[config.mk]
export PLATFORM = sky130hd
export DESIGN_NAME = wta_decision_integrator
export DESIGN_NICKNAME = d
export VERILOG_FILES = /design/src/rtl/wta_pkg.sv /design/src/rtl/wta_sample_classify.sv /design/src/rtl/wta_decision_integrator.sv
export SDC_FILE = /design/constraint.sdc
export NUM_CORES = 1
export LEC_CHECK = 0
export ABC_AREA = 1
export CAP_MARGIN = 25
export CORE_MARGIN = 2
export CORE_UTILIZATION = 30
export DETAILED_ROUTE_END_ITERATION = 8
export GPL_ROUTABILITY_DRIVEN = 0
export HOLD_SLACK_MARGIN = 0.02
export PLACE_DENSITY = 0.54
export RECOVER_POWER = 50
export SLEW_MARGIN = 20
export SYNTH_ARGS = -nofsm -noshare
export SYNTH_HDL_FRONTEND = slang
export SYNTH_SLANG_ARGS = --single-unit
[constraint.sdc]
create_clock -name clk -period 4 [get_ports clk]
set_clock_uncertainty 0.15 [all_clocks]
set_input_delay 0.8 -clock clk [delete_from_list [all_inputs] [get_ports clk]]
set_output_delay 0.8 -clock clk [all_outputs]
set_load 0.02 [all_outputs]
[src/rtl/wta_pkg.sv]
// Shared types and constants for the WTA decision integrator.
// Winner encoding, FSM state encoding and sample field widths.
package wta_pkg;

   localparam int NIBBLE_W = 4;
   localparam int SAMPLE_W = 8;

   typedef enum logic [1:0] {
      WIN_NONE = 2'b00,
      WIN_A    = 2'b01,
      WIN_B    = 2'b10
   } winner_t;

   typedef enum logic [1:0] {
      IDLE   = 2'b00,
      ACCUM  = 2'b01,
      REPORT = 2'b10
   } state_t;

endpackage

[src/rtl/wta_sample_classify.sv]
// Combinational classifier for one WTA sample.
// in_data -> is_a / is_b / is_bad flags plus both nibble magnitudes.
module wta_sample_classify
   import wta_pkg::*;
(
   input  logic [SAMPLE_W-1:0] in_data,
   output logic                is_a,
   output logic                is_b,
   output logic                is_bad,
   output logic [NIBBLE_W-1:0] mag_a,
   output logic [NIBBLE_W-1:0] mag_b
);

   logic nz_a;
   logic nz_b;

   assign mag_a  = in_data[SAMPLE_W-1:NIBBLE_W];
   assign mag_b  = in_data[NIBBLE_W-1:0];
   assign nz_a   = |mag_a;
   assign nz_b   = |mag_b;

   // Both nibbles active means the WTA stage failed to pick one.
   assign is_a   = nz_a & ~nz_b;
   assign is_b   = nz_b & ~nz_a;
   assign is_bad = nz_a & nz_b;

endmodule

[src/rtl/wta_decision_integrator.sv]
// Integrates WTA wins over WINDOW samples and reports one decision per window.
// Ports: clk, rst_n (sync, active-low), in_valid/in_ready/in_data sample input,
//   out_valid/out_ready handshake, out_winner, out_cnt_a, out_cnt_b, out_err.
// Build option: WTA_MAG_WEIGHT_EN weights each win by its nibble magnitude.
module wta_decision_integrator
   import wta_pkg::*;
#(
   parameter int WINDOW = 16,
   parameter int CNT_W  = 8,
   parameter int MARGIN = 2
) (
   input  logic                clk,
   input  logic                rst_n,
   input  logic                in_valid,
   output logic                in_ready,
   input  logic [SAMPLE_W-1:0] in_data,
   output logic                out_valid,
   input  logic                out_ready,
   output logic [1:0]          out_winner,
   output logic [CNT_W-1:0]    out_cnt_a,
   output logic [CNT_W-1:0]    out_cnt_b,
   output logic                out_err
);

   localparam int SC_W = $clog2(WINDOW + 1);
   localparam logic [CNT_W:0] CNT_MAX = {1'b0, {CNT_W{1'b1}}};
   localparam logic [CNT_W:0] MARG = (CNT_W + 1)'(MARGIN);
   localparam logic [SC_W-1:0] WIN_LAST = SC_W'(WINDOW);

   state_t            state;
   logic [CNT_W-1:0]  cnt_a;
   logic [CNT_W-1:0]  cnt_b;
   logic [SC_W-1:0]   scnt;
   logic              err;
   winner_t           win_q;

   logic              is_a;
   logic              is_b;
   logic              is_bad;
   logic [NIBBLE_W-1:0] mag_a;
   logic [NIBBLE_W-1:0] mag_b;

   logic              acc;
   logic              last;
   logic [CNT_W:0]    inc_a;
   logic [CNT_W:0]    inc_b;
   logic [CNT_W:0]    sum_a;
   logic [CNT_W:0]    sum_b;
   logic [CNT_W-1:0]  nxt_a;
   logic [CNT_W-1:0]  nxt_b;
   logic [SC_W-1:0]   nxt_scnt;
   logic              nxt_err;
   winner_t           nxt_win;

   wta_sample_classify u_classify (
      .in_data (in_data),
      .is_a    (is_a),
      .is_b    (is_b),
      .is_bad  (is_bad),
      .mag_a   (mag_a),
      .mag_b   (mag_b)
   );

   assign in_ready  = (state != REPORT);
   assign out_valid = (state == REPORT);
   assign out_winner = win_q;

   assign acc = in_valid & in_ready;

`ifdef WTA_MAG_WEIGHT_EN
   assign inc_a = is_a ? (CNT_W + 1)'(mag_a) : '0;
   assign inc_b = is_b ? (CNT_W + 1)'(mag_b) : '0;
`else
   logic unused_mag;
   assign unused_mag = ^{mag_a, mag_b};
   assign inc_a = (CNT_W + 1)'(is_a);
   assign inc_b = (CNT_W + 1)'(is_b);
`endif

   // One extra bit catches the carry so the counters clamp, never wrap.
   assign sum_a = {1'b0, cnt_a} + inc_a;
   assign sum_b = {1'b0, cnt_b} + inc_b;
   assign nxt_a = (sum_a > CNT_MAX) ? CNT_MAX[CNT_W-1:0] : sum_a[CNT_W-1:0];
   assign nxt_b = (sum_b > CNT_MAX) ? CNT_MAX[CNT_W-1:0] : sum_b[CNT_W-1:0];

   assign nxt_scnt = scnt + 1'b1;
   assign nxt_err  = err | is_bad;
   assign last     = (nxt_scnt == WIN_LAST);

   // Decision on the post-update counts so the final sample is included.
   always_comb begin
      logic [CNT_W:0] wa;
      logic [CNT_W:0] wb;
      wa = {1'b0, nxt_a};
      wb = {1'b0, nxt_b};
      nxt_win = WIN_NONE;
      if (wa >= wb + MARG) begin
         nxt_win = WIN_A;
      end else if (wb >= wa + MARG) begin
         nxt_win = WIN_B;
      end
   end

   always_ff @(posedge clk) begin
      if (!rst_n) begin
         state     <= IDLE;
         cnt_a     <= '0;
         cnt_b     <= '0;
         scnt      <= '0;
         err       <= 1'b0;
         win_q     <= WIN_NONE;
         out_cnt_a <= '0;
         out_cnt_b <= '0;
         out_err   <= 1'b0;
      end else begin
         unique case (state)
            IDLE, ACCUM: begin
               if (acc) begin
                  cnt_a <= nxt_a;
                  cnt_b <= nxt_b;
                  scnt  <= nxt_scnt;
                  err   <= nxt_err;
                  if (last) begin
                     state     <= REPORT;
                     win_q     <= nxt_win;
                     out_cnt_a <= nxt_a;
                     out_cnt_b <= nxt_b;
                     out_err   <= nxt_err;
                  end else begin
                     state <= ACCUM;
                  end
               end
            end
            REPORT: begin
               if (out_ready) begin
                  state     <= IDLE;
                  cnt_a     <= '0;
                  cnt_b     <= '0;
                  scnt      <= '0;
                  err       <= 1'b0;
                  win_q     <= WIN_NONE;
                  out_cnt_a <= '0;
                  out_cnt_b <= '0;
                  out_err   <= 1'b0;
               end
            end
            default: state <= IDLE;
         endcase
      end
   end

endmodule

# Word level (Yosys, flattened, before mapping)
# Index checks and enable logic that the tools add are counted.
# W data, S select, Z words.
# word_totals
reg_bits	43
elab_cells	71
# classes
n_addsub	5
order_cmp	4
eq_ne	7
muxes	31
n_bitwise	7
reduce_logical	8
# ops
cell	n
$mux W8	9
$pmux W8 S2	4
$add A8 B1 Y9	2
$add A8 B2 Y9 const B	2
$ge A8 B9 Y1	2
$gt A9 B8 Y1 const B	2
$mux W2	7
$mux W5	2
$pmux W5 S2	1
$pmux W2 S2	2
$reduce_or A4 Y1	2
$ne A2 B2 Y1 const B	3
$add A5 B1 Y5 const B	1
$eq A5 B5 Y1 const B	1
$and A1 B1 Y1	4
$mux W1	4
$pmux W1 S2	2
$reduce_and A4 Y1	1
$reduce_and A3 Y1	1
$eq A2 B1 Y1 const B	1
$eq A2 B2 Y1 const B	1
$logic_not A2 Y1	1
$ne A2 B1 Y1 const B	1
$not A1 Y1	2
4 further kinds	4

# Depth between registers and ports, before layout
# logic_depth
ltp_word	13
mapped_depth	27

# Hierarchy
# From an unflattened synthesis, not the netlist that was laid out.
# hier_totals
cells_unflattened	415
hier_area_um2	2776.4
# modules_own_cells
module	instances	cells_each	area_each_um2	seq_area_each_um2
wta_decision_integrator	1	383	2621.3	860.8
wta_sample_classify	1	32	155.1	0.0

# Least setup slack after synthesis
# Ideal clock, no wire load.
# synth_path
path_type	input port to flip-flop
start	in in_data[5]
end	reg win_q[1] (netlist: out_winner[1])
t_arrival_ps	3378
required_ps	3783
slack_ps	404
cell_stages	27
path_cell_list	nor4_1 > inv_1 > nor2_1 > ha_1 > nand2_2 > nor2_4 > nand2_4 > inv_1 > a21oi_4 > inv_1 > ha_1 > inv_1 > xor2_1 > ha_1 > nand2_1 > inv_1 > nand2_1 > inv_1 > nand2_1 > nand2_1 > nand2_1 > nand2_1 > nand2_1 > nand2_1 > a21oi_1 > nand2_1 > a21oi_2
# synth_via
elab_chain_len	12
elab_cells_between_ends	19
classes_between	add/sub: 4; order compare: 4; mux: 7; bitwise: 3; reduce/logical: 1
# synth_rtl
element	line_no	text
start: declaration	wta_decision_integrator.sv:16	input logic [SAMPLE_W-1:0] in_data,
$reduce_or A4 Y1 *	wta_sample_classify.sv:19	assign nz_a = |mag_a;
$and A1 B1 Y1 / $not A1 Y1 (equally long branches)	wta_sample_classify.sv:23, wta_sample_classify.sv:24	
$add A8 B1 Y9 / $and A1 B1 Y1 (equally long branches)	wta_decision_integrator.sv:81, wta_sample_classify.sv:24	
$gt A9 B8 Y1 / $add A8 B1 Y9 (equally long branches)	wta_decision_integrator.sv:83, wta_decision_integrator.sv:82	
$mux W8 / $gt A9 B8 Y1 (equally long branches)	wta_decision_integrator.sv:83, wta_decision_integrator.sv:84	
$add A8 B2 Y9 / $mux W8 (equally long branches)	wta_decision_integrator.sv:99, wta_decision_integrator.sv:84	
$ge A8 B9 Y1 / $add A8 B2 Y9 (equally long branches)	wta_decision_integrator.sv:99, wta_decision_integrator.sv:97	
$mux W2 / $ge A8 B9 Y1 (equally long branches)	wta_decision_integrator.sv:99, wta_decision_integrator.sv:97	
$mux W2 *	wta_decision_integrator.sv:97	if (wa >= wb + MARG) begin
$mux W2 *	wta_decision_integrator.sv:123	if (last) begin
$mux W2 *	wta_decision_integrator.sv:118	if (acc) begin
$pmux W2 S2 *	wta_decision_integrator.sv:116	unique case (state)
end signal: assignment	wta_decision_integrator.sv:125	win_q <= nxt_win;
end: declaration	wta_decision_integrator.sv:35	winner_t win_q;
# Every way passes the cells marked *; elsewhere a longest branch is shown, timed or not. The select of a mux whose other input is x is not followed.
# A chain may end at the register's enable or synchronous reset.

# Worst setup path in the final report
# Same ends and word-level chain as after synthesis.

==> results.yml <==
route:
  avgViaCountPerCell: 4.57
  vias: 2659
  ant_nets: 0
  wl_um: 6920
  drtPass1Iterations: 4
  drc: 0
  routedWlPerCell_um: 11.9
  drt_iter0_drc: 71
global_routing:
  grt_pass1_wl_um: 11600
  antenna_found_initial: 0
  grt_use_met2_pct: 24.0
  overflow: 0
  busiest_layer: "met2"
  grt_pass1_vias: 2537
  use_met1_pct: 19.2
  grtUsageTotal_pct: 14.2
  grt_max_degree: 22
  use_met3_pct: 2.46
layout:
  final_common_cell: "nand2_1"
  final_util_pct: 41.9
  final_cell_mix: "nand2_1 (114), buf_4 (44), dfxtp_1 (43)"
  layout.nets: 504
  antenna_cells: 0
  fill_cells: 927
  drive_gt1_share_pct: 22.8
  areaGrowthSynthToFinish_pct: 34.8
die:
  fp.coreArea_sq_um: 8810
  die_area_sq_um: 9910
  ios: 33
  die_w_um: 99.6
  fp-row-count: 34
  initial_utilization_pct: 31.1
  die-height_um: 99.6
clock_network:
  clock_latency_ns: 0.30
  clkSlewWorstSetupHoldPaths_ns: 0.08
  ctsHoldBuffers: 0
  clock_sinks: 43
  cts_max_level: 2
  numCtsBuffers: 5
  cts_tree: "yes"
  cts_max_path_buffers: 2
  cts_root_buffer: "clkbuf_8"
timing:
  worst_slack_ns: 0.191
  min_period_ns: 3.81
  max_slew_margin_pct: 30.3
  timing.final.max_slew_violations: 0
  hold_viol: 0
  holdWs_ns: 0.309
  tightest_slew_ns: 1.05
  setup_viol: 0
  tns_ns: 0
  fmax_mhz: 263
  final.period_utilization_pct: 95.2
setup_path:
  arrival_ns: 3.88
  slowest_delay_ns: 0.40
  worstPathRequired_ns: 4.07
  cpMostUsedCell: "nand2_1"
  cp_max_fo: 4
  rr_worst_depth: 23
  path_buf_inv: 6
  cp_top_family: "simple AND/OR/NAND/NOR gates"
  cp-start-kind: "input port"
  end_kind: "flip-flop"
  r2r_end: "out_winner[1]$_SDFFE_PN0P_"
  rrSetupSlack_ns: 1.19
  critPathKind: "input port to flip-flop"
  timing.rr.start: "cnt_b[0]$_SDFFE_PN0P_"
  slowest_stage: "clkdlybuf4s50_1"
pwr:
  p_int_mw: 0.573
  finalPower_mw: 0.760
  p_per_area_nw_per_um2: 206
  p_clk_share_pct: 36.8
  p_leak_nw: 1.76
  p_sw_share_pct: 24.6
  irDropWorstVdd_v: 0.000123
  p_sw_mw: 0.187
  power_frac_comb_pct: 6.0
  sequentialPowerShare_pct: 57.2
worst_hold_path:
  hold_start: "out_cnt_a[7]$_SDFFE_PN0P_"
  hp-class: "flip-flop to flip-flop"
  holdPathStages: 2
  min_to: "out_cnt_a[7]$_SDFFE_PN0P_"
placed_design:
  post-place-ws_ns: -0.262
  numPortBuffers: 32
  dp_hpwl_um: 5180
logic_synthesis:
  synth.avg_cell_area_sq_um: 6.88
  synth.area.mux_share_pct: 0
  yosys_warnings: 0
  synth_simple_gate_area_share_pct: 33.2
  syn_inst: 398
  synth_compound_area_share_pct: 13.0
  synth_cell_types: 34
  synth_nets: 429
  ys_seq_elements: 43
  netlist_area_sq_um: 2740
  synth_top_family_by_area: "simple AND/OR/NAND/NOR gates"
  yosysSeqAreaShare_pct: 31.4
  synth_xor_area_share_pct: 5.39
  synthAdderAreaFrac_pct: 8.68
outcome:
  status: "complete, no violations"
flow_run:
  cap_violations: 0
[worst register-to-register path: stages, from the launching register on]
cell and delay [ns]:
dfxtp_1 0.45, ha_4 0.18, nand2_4 0.07, nor2_4 0.13
nand2_4 0.09, buf_6 0.13, nand2_4 0.08, nand2_4 0.06
nor2_4 0.15, xnor2_2 0.09, ha_1 0.31, nand2_1 0.08
inv_1 0.04, nand2_1 0.05, inv_1 0.03, nand2_1 0.06
nand2_1 0.06, nand2_1 0.07, nand2_1 0.04, nand2_1 0.07
nand2_2 0.06, a21oi_2 0.12, nand2_1 0.07, a21oi_2 0.11
[power groups by stage]
| stage | clock network, mW | registers, mW | logic [mW] |
|---|---|---|---|
| 3_5_place_dp | 0 | 0.444 | 0.0458 |
| 3_3_place_gp | 0 | 0.444 | 0.0454 |
| 6_report | 0.280 | 0.434 | 0.0460 |
| 4_1_cts | 0.296 | 0.434 | 0.0459 |
| 5_1_grt | 0.315 | 0.435 | 0.0517 |
| 2_1_floorplan | 0 | 0.444 | 0.0236 |
[worst max path at each step]
stage | start | to | slack, ns | depth (start not counted)
5_1_grt | in_data[5] | out_winner[1]$_SDFFE_PN0P_ | -0.04 | 28
2_1_floorplan | in_data[5] | out_winner[1]$_SDFFE_PN0P_ | 0.40 | 27
4_1_cts | in_data[5] | out_winner[1]$_SDFFE_PN0P_ | 0.04 | 29
3_5_place_dp | in_data[5] | out_winner[1]$_SDFFE_PN0P_ | -0.26 | 29
3_3_place_gp | in_data[5] | out_winner[1]$_SDFFE_PN0P_ | -0.23 | 29
6_report | in_data[5] | out_winner[1]$_SDFFE_PN0P_ | 0.19 | 28
[state kept, by name, indices dropped and copies added (netlist names)]
| name | flops |
|---|---|
| state | 2 |
| out_cnt_a | 8 |
| err | 1 |
| out_winner | 2 |
| cnt_b | 8 |
| cnt_a | 8 |
| out_err | 1 |
| out_cnt_b | 8 |
| scnt | 5 |
[logic make-up after synthesis]
kind of cell / count (synthesis)
flops: 43
xor+xnor: 16
simple gates: 201
fa+ha+maj: 19
compound gates: 62
buf+inv: 57
[through the flow]
step           instances  instance area (sq um)
6_report             582                   3690
5_1_grt              582                   3690
4_1_cts              577                   3550
3_5_place_dp         569                   3460
3_3_place_gp         569                   3460
2_1_floorplan        398                   2740
[layer usage]
layer | up-vias | routed length (um)
li1 | 1420 | -
met1 | 1196 | 3420
met2 | 37 | 3200
met3 | 6 | 239
met4 | 0 | 59
met5 | - | 0
[final cells by class]
| class | instances | area (sq um) | share of cell area (%) |
|---|---|---|---|
| multi-input cells | 298 | 1750 | 47.3 |
| flip-flops and latches | 43 | 861 | 23.3 |
| repair buffers | 80 | 691 | 18.7 |
| inverters | 45 | 175 | 4.74 |
| well taps | 108 | 135 | 3.66 |
| clock buffers | 6 | 72.6 | 1.96 |
| clock inverters | 2 | 12.5 | 0.339 |
[timing repair]
action,in CTS,in global routing
gates resized for setup,0,30
buffers inserted,0,5
endpoints found under the setup margin,0,2
[Yosys cell counts, drive strengths merged]
library cell | count | area share, %
clkinv | 2 | 0.32
buf | 5 | 1.1
nor2 | 35 | 6.1
clkbuf | 7 | 0.96
nand3 | 26 | 4.9
a22oi | 3 | 0.82
dfxtp | 43 | 31
xnor2 | 5 | 1.6
o21ai | 11 | 2.1
a21oi | 46 | 9.4
inv | 43 | 5.9
o211a | 1 | 0.37
xor2 | 11 | 3.8
nand4 | 4 | 0.91
ha | 19 | 8.7
nor3 | 3 | 0.73
a211oi | 1 | 0.27
or2 | 3 | 0.69
nor4 | 2 | 0.46
nand2 | 128 | 19
No activity file was read; power rests on OpenSTA's default activity.
